File: config.mk
export PLATFORM = sky130hd
export DESIGN_NAME = i2s_rx
export DESIGN_NICKNAME = d
export VERILOG_FILES = /design/src/rtl/i2s_rx.sv
export SDC_FILE = /design/constraint.sdc
export NUM_CORES = 1
export LEC_CHECK = 0
export CORE_AREA = 2 2 81 91
export CTS_CLUSTER_DIAMETER = 120
export CTS_CLUSTER_SIZE = 14
export DETAILED_ROUTE_END_ITERATION = 10
export DIE_AREA = 0 0 83 93
export GPL_TIMING_DRIVEN = 1
export PLACE_DENSITY_LB_ADDON = 0.3
export SKIP_CTS_REPAIR_TIMING = 1
export SLEW_MARGIN = 5
export SYNTH_ARGS = -nofsm -noshare
export SYNTH_HDL_FRONTEND = slang
export SYNTH_SLANG_ARGS = --single-unit
File: constraint.sdc
create_clock -name i_clk_12_288 -period 1.5 [get_ports i_clk_12_288]
set_clock_uncertainty 0.05 [all_clocks]
set_input_delay 0.3 -clock i_clk_12_288 [delete_from_list [all_inputs] [get_ports i_clk_12_288]]
set_output_delay 0.3 -clock i_clk_12_288 [all_outputs]
set_load 0.05 [all_outputs]
File: src/rtl/i2s_rx.sv
// i2s_rx: Philips I2S receiver. Deserialises SCLK/LRCLK/SD into parallel
// left/right samples in the 12.288 MHz system clock domain.
//
// Ports:
//   i_clk_12_288  system clock
//   i_reset       synchronous active-high reset
//   i_sclk        I2S bit clock (asynchronous)
//   i_lrclk       word select, 0 = left, 1 = right (asynchronous)
//   i_sd          serial data, MSB first (asynchronous)
//   o_audio_l     last complete left sample
//   o_audio_r     last complete right sample
//   o_data_valid  one-cycle pulse when a new L/R pair is presented
//   o_locked      high once word alignment has been found
module i2s_rx #(
    parameter int DATA_BIT = 16
) (
    input  logic                i_clk_12_288,
    input  logic                i_reset,
    input  logic                i_sclk,
    input  logic                i_lrclk,
    input  logic                i_sd,
    output logic [DATA_BIT-1:0] o_audio_l,
    output logic [DATA_BIT-1:0] o_audio_r,
    output logic                o_data_valid,
    output logic                o_locked
);

    localparam int CNT_W = $clog2(DATA_BIT + 1);

    typedef enum logic [1:0] {
        ST_INIT,
        ST_HUNT,
        ST_LEFT,
        ST_RIGHT
    } state_t;

    state_t state_q, state_d;

    // SCLK gets a third stage for edge detection; LRCLK and SD share the
    // same two-stage depth so all three stay aligned to one SCLK edge.
    logic [2:0] sclk_sync_q, sclk_sync_d;
    logic [1:0] lr_sync_q, lr_sync_d;
    logic [1:0] sd_sync_q, sd_sync_d;

    logic prev_lr_q, prev_lr_d;

    logic [DATA_BIT-1:0] shift_q, shift_d;
    logic [CNT_W-1:0]    bit_cnt_q, bit_cnt_d;
    logic [DATA_BIT-1:0] hold_l_q, hold_l_d;
    logic                left_ok_q, left_ok_d;

    logic [DATA_BIT-1:0] audio_l_q, audio_l_d;
    logic [DATA_BIT-1:0] audio_r_q, audio_r_d;
    logic                valid_q, valid_d;
    logic                locked_q, locked_d;

    logic sclk_rise;
    logic lr;
    logic sd;
    logic boundary;

    logic do_lock;
    logic do_hold;
    logic do_commit;

    //------------------------------------------------------------------
    // Synchronisers and edge detect
    //------------------------------------------------------------------
    always_comb begin
        sclk_sync_d = {sclk_sync_q[1:0], i_sclk};
        lr_sync_d   = {lr_sync_q[0], i_lrclk};
        sd_sync_d   = {sd_sync_q[0], i_sd};
    end

    assign sclk_rise = sclk_sync_q[1] & ~sclk_sync_q[2];
    assign lr        = lr_sync_q[1];
    assign sd        = sd_sync_q[1];

    // The very first edge after reset only seeds prev_lr, so it can never
    // be mistaken for a word boundary.
    assign boundary = sclk_rise
                    && (state_q != ST_INIT)
                    && (lr != prev_lr_q);

    //------------------------------------------------------------------
    // FSM: state register
    //------------------------------------------------------------------
    always_ff @(posedge i_clk_12_288) begin
        if (i_reset) begin
            state_q <= ST_INIT;
        end else begin
            state_q <= state_d;
        end
    end

    //------------------------------------------------------------------
    // FSM: next state
    //------------------------------------------------------------------
    always_comb begin
        state_d = state_q;
        if (sclk_rise) begin
            unique case (state_q)
                ST_INIT: begin
                    state_d = ST_HUNT;
                end
                ST_HUNT: begin
                    if (boundary) begin
                        state_d = lr ? ST_RIGHT : ST_LEFT;
                    end
                end
                ST_LEFT: begin
                    if (boundary) begin
                        state_d = ST_RIGHT;
                    end
                end
                ST_RIGHT: begin
                    if (boundary) begin
                        state_d = ST_LEFT;
                    end
                end
                default: begin
                    state_d = ST_INIT;
                end
            endcase
        end
    end

    //------------------------------------------------------------------
    // FSM: actions
    //------------------------------------------------------------------
    always_comb begin
        do_lock   = 1'b0;
        do_hold   = 1'b0;
        do_commit = 1'b0;
        if (boundary) begin
            unique case (state_q)
                ST_HUNT: begin
                    do_lock = 1'b1;
                end
                ST_LEFT: begin
                    do_hold = 1'b1;
                end
                ST_RIGHT: begin
                    // A right word without a full left word before it
                    // is dropped here.
                    do_commit = left_ok_q;
                end
                default: begin
                    do_lock = 1'b0;
                end
            endcase
        end
    end

    //------------------------------------------------------------------
    // Datapath
    //------------------------------------------------------------------
    always_comb begin
        prev_lr_d = sclk_rise ? lr : prev_lr_q;

        // The boundary edge is the delay slot: clear and re-arm. The
        // same cycle may commit the finished word from shift_q.
        shift_d   = shift_q;
        bit_cnt_d = bit_cnt_q;
        if (boundary) begin
            shift_d   = '0;
            bit_cnt_d = '0;
        end else if (sclk_rise && (bit_cnt_q < CNT_W'(DATA_BIT))) begin
            for (int i = 0; i < DATA_BIT; i++) begin
                if (CNT_W'(i) == bit_cnt_q) begin
                    shift_d[DATA_BIT-1-i] = sd;
                end
            end
            bit_cnt_d = bit_cnt_q + CNT_W'(1);
        end
    end

    always_comb begin
        hold_l_d  = do_hold ? shift_q : hold_l_q;

        left_ok_d = left_ok_q;
        if (do_hold) begin
            left_ok_d = 1'b1;
        end else if (do_commit) begin
            left_ok_d = 1'b0;
        end

        audio_l_d = do_commit ? hold_l_q : audio_l_q;
        audio_r_d = do_commit ? shift_q  : audio_r_q;
        valid_d   = do_commit;
        locked_d  = locked_q | do_lock;
    end

    always_ff @(posedge i_clk_12_288) begin
        if (i_reset) begin
            sclk_sync_q <= '0;
            lr_sync_q   <= '0;
            sd_sync_q   <= '0;
            prev_lr_q   <= 1'b0;
            shift_q     <= '0;
            bit_cnt_q   <= '0;
            hold_l_q    <= '0;
            left_ok_q   <= 1'b0;
            audio_l_q   <= '0;
            audio_r_q   <= '0;
            valid_q     <= 1'b0;
            locked_q    <= 1'b0;
        end else begin
            sclk_sync_q <= sclk_sync_d;
            lr_sync_q   <= lr_sync_d;
            sd_sync_q   <= sd_sync_d;
            prev_lr_q   <= prev_lr_d;
            shift_q     <= shift_d;
            bit_cnt_q   <= bit_cnt_d;
            hold_l_q    <= hold_l_d;
            left_ok_q   <= left_ok_d;
            audio_l_q   <= audio_l_d;
            audio_r_q   <= audio_r_d;
            valid_q     <= valid_d;
            locked_q    <= locked_d;
        end
    end

    assign o_audio_l    = audio_l_q;
    assign o_audio_r    = audio_r_q;
    assign o_data_valid = valid_q;
    assign o_locked     = locked_q;

endmodule

==> flow_summary_export.csv <==
group,metric,value,unit
routing,routed_via_density,5.44,
logic_synthesis,synth_cell_types,38,
worst_setup_path,arrival,1.67,ns
min_path,min_delay_path_depth,1,
logic_synthesis,synth_area,3260,um2
clock_tree,clock_latency,0.35,ns
logic_synthesis,yosys.area.top_type_share,0.503,
job,maxCapViolCount,0,
status,status,"complete, no violations",
placed_design,dp_cells,467,
logic_synthesis,syn_avg_cell_area,9.72,um2
clock_tree,cts_made_buffers,9,
pwr,leakage,0.00179,uW
placed_design,gp_congestion,0.825,
floorplanning,die_area,7720,um2
placed_design,portBuffers,38,
routing,first_pass_iters,4,
floorplanning,fp.dieH,93,um
sta,finalCritPeriodShare,0.984,
floorplanning,coreArea,6850,um2
worst_setup_path,cp-start-kind,"flip-flop",
clock_tree,htreeDepth,3,
placed_design,dp.final_hpwl,4.77,mm
global_route,grt_pass1_wl,11.8,mm
sta,setup_slack,0.0247,ns
clock_tree,cts_root_buf,"clkbuf_8",
final_layout,design_area,4780,um2
routing,wl,7.41,mm
placed_design,dpl_worst_slack,-0.130,ns
final_layout,n_antenna_cell,0,
routing,dr.first_iter.drc_count,163,
floorplanning,initial_core_util,0.477,
logic_synthesis,syn_inst,336,
sta,slew_headroom,0.675,
routing,ant_nets,0,
sta,finalSetupViolCount,0,
clock_tree,path_clk_slew,0.08,ns
sta,final_max_slew_viol_count,0,
final_layout,drive_above_1_share,0.333,
global_route,overflow,0,
min_path,min_path_type,"flip-flop to flip-flop",
logic_synthesis,synth_nets,346,
clock_tree,cts_sinks,82,
sta,hold_viol_final,0,
worst_setup_path,required,1.69,ns
clock_tree,cts_max_path_buffers,2,
routing,routedWlPerCell,15.1,um
logic_synthesis,synthTopCellsByCount,"82 x dfxtp_1, 55 x nand2_1, 42 x mux2i_1, 21 x a21oi_1, 17 x o21ai_0",
worst_setup_path,criticalPathCategory,"flip-flop to flip-flop",
global_route,grt_pass1_vias,2560,
global_route,grt_max_degree,22,
logic_synthesis,ys.flop_type,"dfxtp_1",
clock_tree,cts_tree,"built",
global_route,grt_usage,0.189,
logic_synthesis,ys_seq_elements,82,
sta,rsz0062_at_grt,"yes",
logic_synthesis,yosysMostFrequentCell,"dfxtp_1",
logic_synthesis,yosys.area.top_type,"dfxtp_1",
routing,vias,2665,
worst_setup_path,reg2reg_depth,5,
floorplanning,die_w,83,um
logic_synthesis,postSynth.asyncResetShare,0,
worst_setup_path,cp_max_fo,4,
logic_synthesis,ys_warn_count,0,
pwr,p_per_area,872,nW/um2
sta,worstMarginPinSlew,0.487,ns
routing,drc,0,
worst_setup_path,crit_path_end_kind,"flip-flop",
final_layout,fin_cells,490,
sta,max_clock_freq,678,MHz
final_layout,fin_nets,410,
sta,period_minus_slack,1.48,ns
logic_synthesis,synth_edf_count,0,
pwr,vdd_ir_drop_max,0.597,mV
floorplanning,core.rowCount,32,
final_layout,synthToLayoutAreaGrowth,46.4,%
logic_synthesis,ys_seq_area_frac,0.503,
logic_synthesis,yosys-top-cells-area,"dfxtp_1 50%, mux2i_1 13%, nand2_1 6.3%, a21oi_1 3.2%, nand4_1 2.9%",
final_layout,postLayoutCoreUtil,0.698,
floorplanning,io_pins,39,
global_route,grt_antenna_before_repair,0,
pwr,p_total,4170,uW
placed_design,place_area,4310,um2
==> path summary, 6_finish.rpt <==
check	startpoint	endpoint	slack, ns
min reg2reg	sd_sync_q[0]$_SDFF_PP0_	sd_sync_q[1]$_SDFF_PP0_	0.39
max	bit_cnt_q[0]$_SDFFE_PP0P_	shift_q[11]$_SDFFE_PP0P_	0.02
min	sd_sync_q[0]$_SDFF_PP0_	sd_sync_q[1]$_SDFF_PP0_	0.39
max reg2reg	bit_cnt_q[0]$_SDFFE_PP0P_	shift_q[11]$_SDFFE_PP0P_	0.02
==> state kept, by name, indices dropped and copies added (netlist names) <==
name          count
o_locked          1
o_audio_l        16
prev_lr_q         1
hold_l_q         16
state_q           2
sd_sync_q         2
bit_cnt_q         5
lr_sync_q         2
shift_q          16
o_audio_r        16
left_ok_q         1
o_data_valid      1
sclk_sync_q       3
==> cell type report <==
cell class | count | area (um2)
fill | 467 | 2070
multi-input combinational | 224 | 1620
clock buffer | 12 | 145
inverter | 5 | 23.8
timing repair buffer | 78 | 1150
clock inverter | 4 | 75.1
tap | 85 | 106
sequential | 82 | 1660
==> per-stage QoR <==
| step | TNS, ns | hold slack, ns |
|---|---|---|
| after global routing | -0.431 | 0.405 |
| after CTS | -1.39 | 0.395 |
| after floorplan | 0 | 0.364 |
| after detailed placement | -3.83 | 0.379 |
| final | 0 | 0.389 |
| after global placement | -2.50 | 0.373 |
==> per-layer routing <==
layer / global-route usage / vias up / share of wire
met4: 0.0697 / 0 / 0.023
met1: 0.233 / 1284 / 0.43
met2: 0.321 / 56 / 0.51
met5: 0 / - / 0
li1: - / 1313 / -
met3: 0.0459 / 12 / 0.033
==> cells by family (layout without fill, tap and decap cells) <==
family / after synthesis / after routing / synth area share
muxes: 42 / 42 / 0.129
DFF: 82 / 82 / 0.503
and+or+nand+nor: 121 / 121 / 0.195
xor gates and xnor gates: 4 / 4 / 0.0107
buffers and inverters: 30 / 99 / 0.0479
adders and majority gates: 5 / 5 / 0.0192
AOI/OAI and AO/OA: 52 / 52 / 0.0958
==> report_power, final <==
part           leakage, uW  internal (uW)  switching (uW)  total [uW]
Clock             0.000103            985             782        1770
Sequential        0.000665           2180            16.5        2200
Combinational      0.00102           97.3             102         200
==> worst max-delay path, stage by stage, from the launching register on <==
cell and delay, ns:
dfxtp_4 0.38, inv_4 0.08, ha_4 0.13, or4bb_4 0.50, o21ai_1 0.15, a21oi_1 0.08
==> placed cells by master (no fill, tap or decap), drive strengths merged, types with 2 or more instances in the layout <==
master,count
clkbuf,14
nor2b,12
buf,72
o21ai,17
nand3,4
nand2,55
clkdlybuf4s50,4
bufinv,2
inv,4
or4bb,3
a31o,7
nand2b,10
o31ai,2
ha,5
nor4,8
xor2,2
nor2,6
clkinvlp,2
a21oi,21
dfxtp,82
mux2i,42
nand4,15
xnor2,2
Power figures use the tool's default switching activity.
